[config.mk]
export PLATFORM = sky130hd
export DESIGN_NAME = vic_video_shifter
export DESIGN_NICKNAME = d
export VERILOG_FILES = /design/src/rtl/vic_pkg.sv /design/src/rtl/vic_pix_serializer.sv /design/src/rtl/vic_video_shifter.sv
export SDC_FILE = /design/constraint.sdc
export NUM_CORES = 1
export LEC_CHECK = 0
export CAP_MARGIN = 0
export CORE_AREA = 2 2 91 93
export DETAILED_ROUTE_END_ITERATION = 8
export DIE_AREA = 0 0 93 95
export HOLD_SLACK_MARGIN = 0.05
export SYNTH_ARGS = -nofsm -noshare
export SYNTH_HDL_FRONTEND = slang
export SYNTH_SLANG_ARGS = --single-unit
[constraint.sdc]
create_clock -name clk -period 1.1 [get_ports clk]
set_clock_uncertainty 0.1 [all_clocks]
set_input_delay 0.11 -clock clk [delete_from_list [all_inputs] [get_ports clk]]
set_output_delay 0.11 -clock clk [all_outputs]
set_load 0.005 [all_outputs]
[src/rtl/vic_pkg.sv]
// Shared definitions for the VIC pixel-side shifter.
// Holds the cell phase constants, the cell width, the bit fields of the
// colour PROM entry, and the packed fg/bg colour pair used between the
// fetch stage and the serializer.
package vic_pkg;

    localparam int CELL_W = 8;

    // Values of hcnt[2:0] at which each fetch step happens within a cell.
    localparam logic [2:0] PH_CODE = 3'd2;
    localparam logic [2:0] PH_PAT  = 3'd5;
    localparam logic [2:0] PH_LOAD = 3'd7;

    // Colour PROM byte layout: [7:5] foreground RGB, [3:1] background RGB.
    localparam int PROM_FG_MSB = 7;
    localparam int PROM_FG_LSB = 5;
    localparam int PROM_BG_MSB = 3;
    localparam int PROM_BG_LSB = 1;

    typedef struct packed {
        logic [2:0] fg;
        logic [2:0] bg;
    } colour_t;

endpackage

[src/rtl/vic_pix_serializer.sv]
// Per-cell pixel serializer.
// Ports:
//   clk, reset      system clock, synchronous active-high reset
//   ce_pix          pixel clock enable
//   load            parallel load of pattern/colour (phase 7)
//   flip            shift direction, captured only on load
//   pattern         8-bit pattern row to serialise
//   colour_in       fg/bg pair for the cell being loaded
//   pix_bit         current pixel bit
//   colour_sh       fg/bg pair of the cell currently being shifted out
module vic_pix_serializer
    import vic_pkg::*;
(
    input  logic              clk,
    input  logic              reset,
    input  logic              ce_pix,
    input  logic              load,
    input  logic              flip,
    input  logic [CELL_W-1:0] pattern,
    input  colour_t           colour_in,
    output logic              pix_bit,
    output colour_t           colour_sh
);

    logic [CELL_W-1:0] shift_reg;
    logic              flip_q;

    always_ff @(posedge clk) begin
        if (reset) begin
            shift_reg <= '0;
            colour_sh <= '0;
            flip_q    <= 1'b0;
        end else if (ce_pix) begin
            if (load) begin
                shift_reg <= pattern;
                colour_sh <= colour_in;
                flip_q    <= flip;
            end else if (flip_q) begin
                shift_reg <= {1'b0, shift_reg[CELL_W-1:1]};
            end else begin
                shift_reg <= {shift_reg[CELL_W-2:0], 1'b0};
            end
        end
    end

    // Direction is latched with the data so a flip change mid-cell
    // cannot tear the cell currently on screen.
    assign pix_bit = flip_q ? shift_reg[0] : shift_reg[CELL_W-1];

endmodule

[src/rtl/vic_video_shifter.sv]
// VIC video shifter: latches tile code, pattern row and colour PROM entry
// for each 8-pixel cell, serialises the pattern and drives blanked RGB.
// Ports:
//   clk, reset            system clock, synchronous active-high reset
//   ce_pix                pixel clock enable
//   hcnt, vcnt            beam counters from the timing block
//   hblank, vblank        blanking from the timing block
//   vram_data             screen RAM data (tile code)
//   cram_data             character RAM data (pattern row)
//   palette               palette bank select
//   flip                  cocktail flip
//   cram_addr             character RAM address {tile code, row}
//   prom_addr             colour PROM address {palette, tile code[7:5]}
//   prom_data             colour PROM data
//   rgb                   pixel colour
//   pix_blank             blank aligned with rgb
module vic_video_shifter
    import vic_pkg::*;
#(
    parameter int PAL_W   = 2,
    parameter bit FLIP_EN = 1'b1
) (
    input  logic             clk,
    input  logic             reset,
    input  logic             ce_pix,
    input  logic [8:0]       hcnt,
    input  logic [8:0]       vcnt,
    input  logic             hblank,
    input  logic             vblank,
    input  logic [7:0]       vram_data,
    input  logic [7:0]       cram_data,
    input  logic [PAL_W-1:0] palette,
    input  logic             flip,
    output logic [10:0]      cram_addr,
    output logic [PAL_W+2:0] prom_addr,
    input  logic [7:0]       prom_data,
    output logic [2:0]       rgb,
    output logic             pix_blank
);

    logic [2:0]        phase;
    logic              flip_i;
    logic [2:0]        row;
    logic [7:0]        tile_code_q;
    logic [CELL_W-1:0] pattern_q;
    colour_t           colour_q;
    colour_t           colour_sh;
    logic              pix_bit;
    logic [CELL_W-1:0] blank_line;
    logic              blank_d;
    logic              unused_bits;

    assign phase  = hcnt[2:0];
    assign flip_i = FLIP_EN & flip;
    assign row    = flip_i ? ~vcnt[2:0] : vcnt[2:0];

    assign cram_addr = {tile_code_q, row};
    assign prom_addr = {palette, tile_code_q[7:5]};

    assign unused_bits = &{1'b0, hcnt[8:3], vcnt[8:3], prom_data[4], prom_data[0]};

    always_ff @(posedge clk) begin
        if (reset) begin
            tile_code_q <= '0;
            pattern_q   <= '0;
            colour_q    <= '0;
        end else if (ce_pix) begin
            if (phase == PH_CODE) begin
                tile_code_q <= vram_data;
            end
            if (phase == PH_PAT) begin
                pattern_q   <= cram_data;
                colour_q.fg <= prom_data[PROM_FG_MSB:PROM_FG_LSB];
                colour_q.bg <= prom_data[PROM_BG_MSB:PROM_BG_LSB];
            end
        end
    end

    vic_pix_serializer u_ser (
        .clk       (clk),
        .reset     (reset),
        .ce_pix    (ce_pix),
        .load      (phase == PH_LOAD),
        .flip      (flip_i),
        .pattern   (pattern_q),
        .colour_in (colour_q),
        .pix_bit   (pix_bit),
        .colour_sh (colour_sh)
    );

    // Eight-deep delay matches the fetch-to-pixel pipeline so blanking
    // lines up with the cell it belongs to. Resets to blanked.
    always_ff @(posedge clk) begin
        if (reset) begin
            blank_line <= '1;
        end else if (ce_pix) begin
            blank_line <= {blank_line[CELL_W-2:0], hblank | vblank};
        end
    end

    assign blank_d = blank_line[CELL_W-1];

    always_ff @(posedge clk) begin
        if (reset) begin
            rgb       <= 3'b000;
            pix_blank <= 1'b1;
        end else if (ce_pix) begin
            rgb       <= blank_d ? 3'b000 : (pix_bit ? colour_sh.fg : colour_sh.bg);
            pix_blank <= blank_d;
        end
    end

endmodule

Yosys cells after proc, flatten, opt, wreduce, memory -nomap -nowiden
Index checks and enable logic that the tools add are counted.
{"block": "word_totals", "register_bits": 49, "input_bits": 50, "output_inout_bits": 20, "wordCells": 25}
{"block": "classes", "eq_ne": 3, "muxes": 6, "bitwise_logic": 2, "reduce_logical": 3}
{"op": "two-way mux 8 bit", "count": 2}
{"op": "two-way mux 3 bit", "count": 3}
{"op": "equality test 3 bit (second input constant)", "count": 2}
{"op": "AND reduction 2 bit", "count": 3}
{"op": "equality test 3 x 2 -> 1 bit (second input constant)", "count": 1}
{"op": "NOT 3 bit", "count": 1}
{"op": "two-way mux 1 bit", "count": 1}
{"op": "bitwise OR 1 bit", "count": 1}

Depth between registers and ports, before layout
Gate-level depths: netlist of the first run.
{"block": "depth", "word_depth": 3, "mapped_depth": 6, "ltp_nobuf": 3}

Modules after synthesis
From an unflattened synthesis of the first run, not the netlist that was laid out.
{"block": "unflattened", "cells_unflattened": 228, "area_unflattened_um2": 2318.5}
{"mod": "vic_video_shifter", "n_inst": 1, "cells_each": 149, "area_each_um2": 1555.2}
{"mod": "vic_pix_serializer", "n_inst": 1, "cells_each": 79, "area_each_um2": 763.2}

Least setup slack after synthesis of the first run
No wires, ideal clock.
{"block": "synth_timing", "kind": "register to register", "startpoint": "register u_ser.flip_q", "endpoint": "register rgb[0]", "setup_ns": 0.121, "arrival_ns": 0.985, "required_time_ns": 0.879, "path_slack_ns": -0.107, "stages_incl_launch_ff": 4, "n_path_buf": 0, "period_less_slack_ns": 1.207, "path_cell_list": "dfxtp_1 mux2i_2 mux2i_1 o21ai_0"}
{"block": "synth_between", "elab_chain_cells": 3}
{"element": "start, declared", "line": "vic_pix_serializer.sv:26", "rtl": "logic flip_q;"}
{"element": "start signal, assigned", "line": "vic_pix_serializer.sv:37", "rtl": "flip_q <= flip;"}
{"element": "two-way mux 1 bit", "line": "vic_pix_serializer.sv:48", "rtl": "assign pix_bit = flip_q ? shift_reg[0] : shift_reg[CELL_W-1];"}
{"element": "two-way mux 3 bit (2 in series)", "line": "vic_video_shifter.sv:108", "rtl": "rgb <= blank_d ? 3'b000 : (pix_bit ? colour_sh.fg : colour_sh.bg);"}
{"element": "end signal, assigned", "line": "vic_video_shifter.sv:108"}
{"element": "end, declared", "line": "vic_video_shifter.sv:37", "rtl": "output logic [2:0] rgb,"}
Every way passes these cells.
A chain may end at the register's enable or synchronous reset.

Final worst setup path of the first run
Ends and elaborated chain as after synthesis.

==> run metrics, run 1 <==
arrival time at the worst endpoint 1.31 ns; core box area 7930 sq um; CTS tree done; CTS Buf Count 5; period utilization 1.10; post-DP HPWL ~3.4 mm; Area Overhead vs Synth 42.5%; fin cells 400; share of layout cells above drive strength 1 0.241; largest net degree at the start of global routing 16; Ant. Diodes 0; Final Max Slew Viols 0; fmax ~0.83 GHz; clk buf depth 2; Top Metal Used met4; Slew Limit Headroom 0.820; Tot Pwr 0.00381 W; Synth cell types 35; GRT Util Overall 0.111; sequential fraction of the synthesis area 0.470; DRC 0; via count 1753; vias in the first global route ~1700; Clock transition at path regs 0.09 ns; Final setup violation count 9; hold path depth 0; Buffers on Ports about 50; Yosys warning count 0; number of enable flip-flop cells after synthesis 0; Critical Path RT approximately 1.2 ns; #FFs+latches synth approximately 50; WL met2 roughly 2.2 mm; worst reg2reg path depth 3; Routed Antenna Nets 0; Mapped Cells 231; beginning of the worst hold path palette[1]; Synth async-reset ratio 0; worst hold slack about 0.12 ns; leakage 1.14 nW; met3 wire length between 150 and 200 microns; number of primary I/O pins 70; grt ovf 0; TritonCTS Sinks 49; first-pass GRT wire length 7.91 mm; Placed Cells between 300 and 400; first-pass detailed-route iteration total 4; initial antenna violation count 0; final wirelength around 4.7 mm; Synth Area per Inst about 9.0 sq um; min Tclk post-route roughly 1.2 ns; starting density of the core 0.263; Power Dens Cells 1280 nW/um^2; Setup TNS -0.538 ns; average wire per standard cell 11.8 microns; Syn Nets roughly 280; layout net count about 340; pre-CTS setup slack -0.524 ns; Metal-1 WL approximately 2.3 mm; gpl congestion 0.751; CP Max Fanout 5; Post-Syn Area 2090 sq um; H-tree levels 2; MaxCap Viol Count 0; largest area contributor in the netlist dfxtp_1; top cells by area, synth dfxtp_1 (47%), nand2_1 (8.6%), mux2i_1 (5.3%), a21oi_1 (5.0%), nor2_1 (3.6%); clk root buf clkbuf_8; Setup WS post-layout -0.112 ns; failing checks setup timing; initial drt markers 57; VDD IR max roughly 0.64 mV; worst reg2reg endpoint rgb[0]; Vias per Instance about 4.4; Post-synth top flop dfxtp_1; hold crit path type input port to output port; top-count cell post-synth dfxtp_1; clock latency on the worst-skew pair roughly 0.30 ns; Die ar. between 8000 and 9000 sq um; Critical R2R Launch u_ser.flip_q; Die Width 93 microns; Yosys top cell area share 0.470; RSZ-0062 raised after global routing true; status finished, violations left; synth cell count leaders dfxtp_1 (49), nand2_1 (48), a21oi_1 (21); Hold Fails Final Rpt 0; critical path class flop to flop; Die Span Y about 95 microns; Critical Path End Type flop; Hold EP prom_addr[4]; register-to-register setup slack -0.11 ns; Least-Margin Pin Slew between 0.2 and 0.3 ns; type of origin of the critical path flop; Core Rows 33; Hold Buf Count CTS 0
==> kinds of logic after synthesis <==
family                    synth area share
AOI/OAI and AO/OA                    0.156
and+or+nand+nor                      0.228
muxes                               0.0593
xor gates and xnor gates            0.0126
buffers and inverters               0.0743
DFF                                  0.470
==> how the worst max path moves through the flow <==
stage	from	to	slack [ns]	cells past startpoint
floorplan	u_ser.flip_q	rgb[0]	0.0005	3
global placement	ce_pix	tile_code_q[7]	-0.50	5
detailed placement	ce_pix	u_ser.shift_reg[4]	-0.52	4
CTS	u_ser.flip_q	rgb[0]	-0.12	3
global route	u_ser.flip_q	rgb[0]	-0.18	3
finish	u_ser.flip_q	rgb[0]	-0.11	3
==> power by group <==
part,switching [W],internal [W]
Sequential,0.0000322,0.00182
Combinational,0.000175,0.000263
Clock,0.000612,0.000903
Total,0.000819,0.00299
==> routing by layer <==
layer | vias up | track usage
met2 | 30 | 0.181
met5 | - | 0
li1 | 906 | -
met1 | 811 | 0.146
met4 | 0 | 0.0294
met3 | 6 | 0.0303
==> layout make-up <==
| cell class | instances | area, sq um |
|---|---|---|
| clock buffers | 5 | 68.8 |
| clock inverters | 3 | 65.1 |
| fillers | 825 | 4950 |
| multi-input cells | 161 | 987 |
| flip-flops and latches | 49 | 1000 |
| well taps | 105 | 131 |
| repair buffers | 77 | 723 |
==> stage by stage <==
step                utilization  cell area (sq um)
CTS                       0.379               3010
floorplan                     -               2100
finish                    0.375               2980
global route              0.375               2980
global placement          0.357               2830
detailed placement        0.357               2830
==> critical path: stages (launching register included) <==
cell,delay [ns]
dfxtp_4,0.40
mux2i_4,0.30
mux2i_1,0.23
o21ai_1,0.08
==> layout by cell type (no fill, tap or decap), drive strengths merged, types with 3 or more instances in the layout <==
cell / synthesis / layout
dfxtp: 49 / 49
nand2: 48 / 48
buf: 17 / 29
clkdlybuf4s50: 0 / 26
a21oi: 22 / 22
nor2: 20 / 20
clkbuf: 4 / 14
mux2i: 12 / 12
clkdlybuf4s15: 0 / 9
nor2b: 8 / 8
a211o: 8 / 8
and2b: 6 / 6
a211oi: 6 / 6
o32ai: 6 / 6
nand2b: 4 / 4
xor2: 3 / 3
or2b: 3 / 3
o21ai: 3 / 3
==> repair_timing <==
item | CTS | global route
setup buffers | 4 | 0
endpoints found under the setup margin | 67 | 24
gates resized for setup | 64 | 15
pin swaps | 6 | 1
Power figures use the tool's default switching activity.
==> run 2: changes to the inputs <==
--- a/config.mk
+++ b/config.mk
@@ -12,2 +12,3 @@
 export HOLD_SLACK_MARGIN = 0.05
+export RECOVER_POWER = 50
 export SYNTH_ARGS = -nofsm -noshare
--- a/constraint.sdc
+++ b/constraint.sdc
@@ -4,2 +4,2 @@
 set_output_delay 0.11 -clock clk [all_outputs]
-set_load 0.005 [all_outputs]
+set_load 0.05 [all_outputs]
==> run 2 against run 1 <==
Net effect:
- the flow still finishes with violations (setup timing)
- clock power down 29%
- critical path depth increased by 1
- global-route usage fell by 0.13 points
- non-clock buffer count shrank 6
- clock-buffer cell count up 1
- flip-flop and latch count did not move
- critical path type unchanged
- worst hold slack got worse by 0.0083 ns
- register-to-register slack is essentially flat
- cell count down 1.3%
- largest cell class unchanged
- highest routed layer unchanged
==> run metrics, run 2 (synthesis gave the netlist of run 1 again) <==
Die ar. 8840 sq um (unchanged); period utilization 1.11 (+0.00597); commonest non-fill, non-tap cell in the layout nand2_1; DRC 0 (unchanged); first-pass detailed-route iteration total 4 (unchanged); GRT Max-Usage Layer met2; hold path depth 4 (+4); Final setup violation count 8 (-1); initial antenna violation count 1 (+1); CP Max Fanout 10 (+5); Critical Path End Type flop; layout net count 338 (-1.7%); MaxCap Viol Count 0 (unchanged); Die Span Y 95 microns (unchanged); status finished, violations left; register-to-register setup slack -0.12 ns (about the same); clk root buf clkbuf_8; beginning of the worst hold path flip; clk buf depth 2 (unchanged); share of layout cells above drive strength 1 0.225 (-0.0158); critical path class flop to flop; Slew Limit Headroom 0.793 (-0.0277); clock latency on the worst-skew pair 0.30 ns (about the same); Least-Margin Pin Slew 0.311 ns (+0.0416 ns); type of origin of the critical path flop; H-tree levels 2 (unchanged); grt ovf 0 (unchanged); hold crit path type input port to flop; worst reg2reg endpoint u_ser.shift_reg[2]; RSZ-0062 raised after global routing true; TritonCTS Sinks 49 (unchanged); worst reg2reg path depth 4 (+1); Die Width 93 microns (unchanged); VDD IR max 0.556 mV (-14%); core box area 7930 sq um (unchanged); starting density of the core 0.263 (unchanged); met1 usage 0.141 (-0.00426); arrival time at the worst endpoint 1.32 ns (about the same); most frequent cells in the layout nand2_1 (48), dfxtp_1 (40), clkdlybuf4s50_1 (24); Critical Path RT 1.21 ns (+0.02 ns); Setup TNS -0.534 ns (+0.00316 ns); Buffers on Ports 51 (unchanged); largest net degree at the start of global routing 26 (+10); met3 GRT Util 0.0391 (+0.00878); post-DP HPWL 3.22 mm (-4.8%); met2 Resource Use GR 0.178 (-0.00242); Hold Fails Final Rpt 0 (unchanged); fin cells 395 (-1.3%); area of the multi-input gates 982 sq um (-0.51%); Vias per Instance 4.38 (about the same); Area Overhead vs Synth 47.0%; vias in the first global route 1673 (-1.3%); fmax 0.821 GHz (-0.54%); CTS tree done; initial drt markers 60 (+5.3%); Core Rows 33 (unchanged); via count 1732 (-1.2%); leakage 1.12 nW (-1.7%); failing checks setup timing; Reg area 1000 sq um (unchanged); average wire per standard cell 11.7 microns (-0.32%); Fillers 797 (-3.4%); Final Max Slew Viols 0 (unchanged); final wirelength 4.64 mm (-1.6%); CTS Buf Count 5 (unchanged); Routed Antenna Nets 0 (unchanged); first-pass GRT wire length 7.74 mm (-2.2%); GRT Util Overall 0.110 (-0.00131); number of primary I/O pins 70 (unchanged); Clock transition at path regs 0.09 ns (about the same); Placed Area 2960 sq um (+4.6%); gpl congestion 0.782 (+4.2%); Setup WS post-layout -0.119 ns (-0.00656 ns); Placed Cells 383 (-1.3%); Hold EP u_ser.flip_q; Power Dens Cells 1130 nW/um^2 (-11%); Final Instance Area 3070 sq um (+3.2%); min Tclk post-route 1.22 ns (+0.00656 ns); Critical R2R Launch u_ser.flip_q
-- run 2: cell types whose count changed in the layout (fill, tap and decap cells not counted), moves of 4 or more --
cell,change
clkbuf_2,-8
buf_4,-9
clkdlybuf4s15_1,-9
dfxtp_1,+4
buf_12,+16
dfxtp_2,-6
dlygate4sd2_1,+5
-- run 2: critical path: stages, from the launching register on --
cell and delay [ns]:
dfxtp_4 0.38, buf_12 0.14, and2b_1 0.20, a211oi_2 0.04, o32ai_1 0.27
-- run 2: power by group --
group | total (W) | leakage (nW) | internal [W] | switching (W)
Sequential | 0.00186 | 0.404 | 0.00182 | 0.0000384
Clock | 0.00107 | 0.0374 | 0.000449 | 0.000617
Combinational | 0.000554 | 0.684 | 0.000301 | 0.000254
Total | 0.00348 | 1.12 | 0.00257 | 0.000909
-- run 2: timing repair --
action	4_1_cts	5_1_grt
pin swaps	6	2
setup endpoints to repair	45	23
endpoints found under the hold margin	4	0
gates resized for setup	17	12
hold buffers	1	0
setup buffers	2	0
-- run 2: layer usage --
layer / routed length, microns / part of all wire
met5: 0 / 0
met4: 19 / 0.0041
met3: 246 / 0.053
met2: 2220 / 0.48
met1: 2150 / 0.46
-- run 2: worst max path at each step --
stage,start,to,slack [ns],depth (start not counted)
6_report,u_ser.flip_q,u_ser.shift_reg[2],-0.12,4
2_1_floorplan,u_ser.flip_q,rgb[0],0.0000001,3
5_1_grt,u_ser.flip_q,u_ser.shift_reg[2],-0.17,4
4_1_cts,u_ser.flip_q,rgb[2],-0.11,3
3_5_place_dp,hcnt[1],u_ser.shift_reg[4],-0.51,5
3_3_place_gp,ce_pix,u_ser.shift_reg[1],-0.48,5
-- run 2: stage by stage --
step           hold slack (ns)  total power, W  utilization  worst slack, ns
2_1_floorplan            0.136         0.00218            -      0.000000111
3_3_place_gp             0.120         0.00246        0.373           -0.485
3_5_place_dp             0.120         0.00246        0.373           -0.515
4_1_cts                  0.100         0.00355        0.391           -0.114
5_1_grt                  0.102         0.00363        0.387           -0.169
6_report                 0.112         0.00348        0.387           -0.119
-- run 2: layout make-up --
type                            instances  area share
Antenna cell                            1    0.000815
Clock buffer                            6      0.0236
Clock inverter                          2     0.00489
Multi-Input combinational cell        161       0.320
Sequential cell                        49       0.326
Tap cell                              105      0.0428
Timing Repair Buffer                   71       0.282
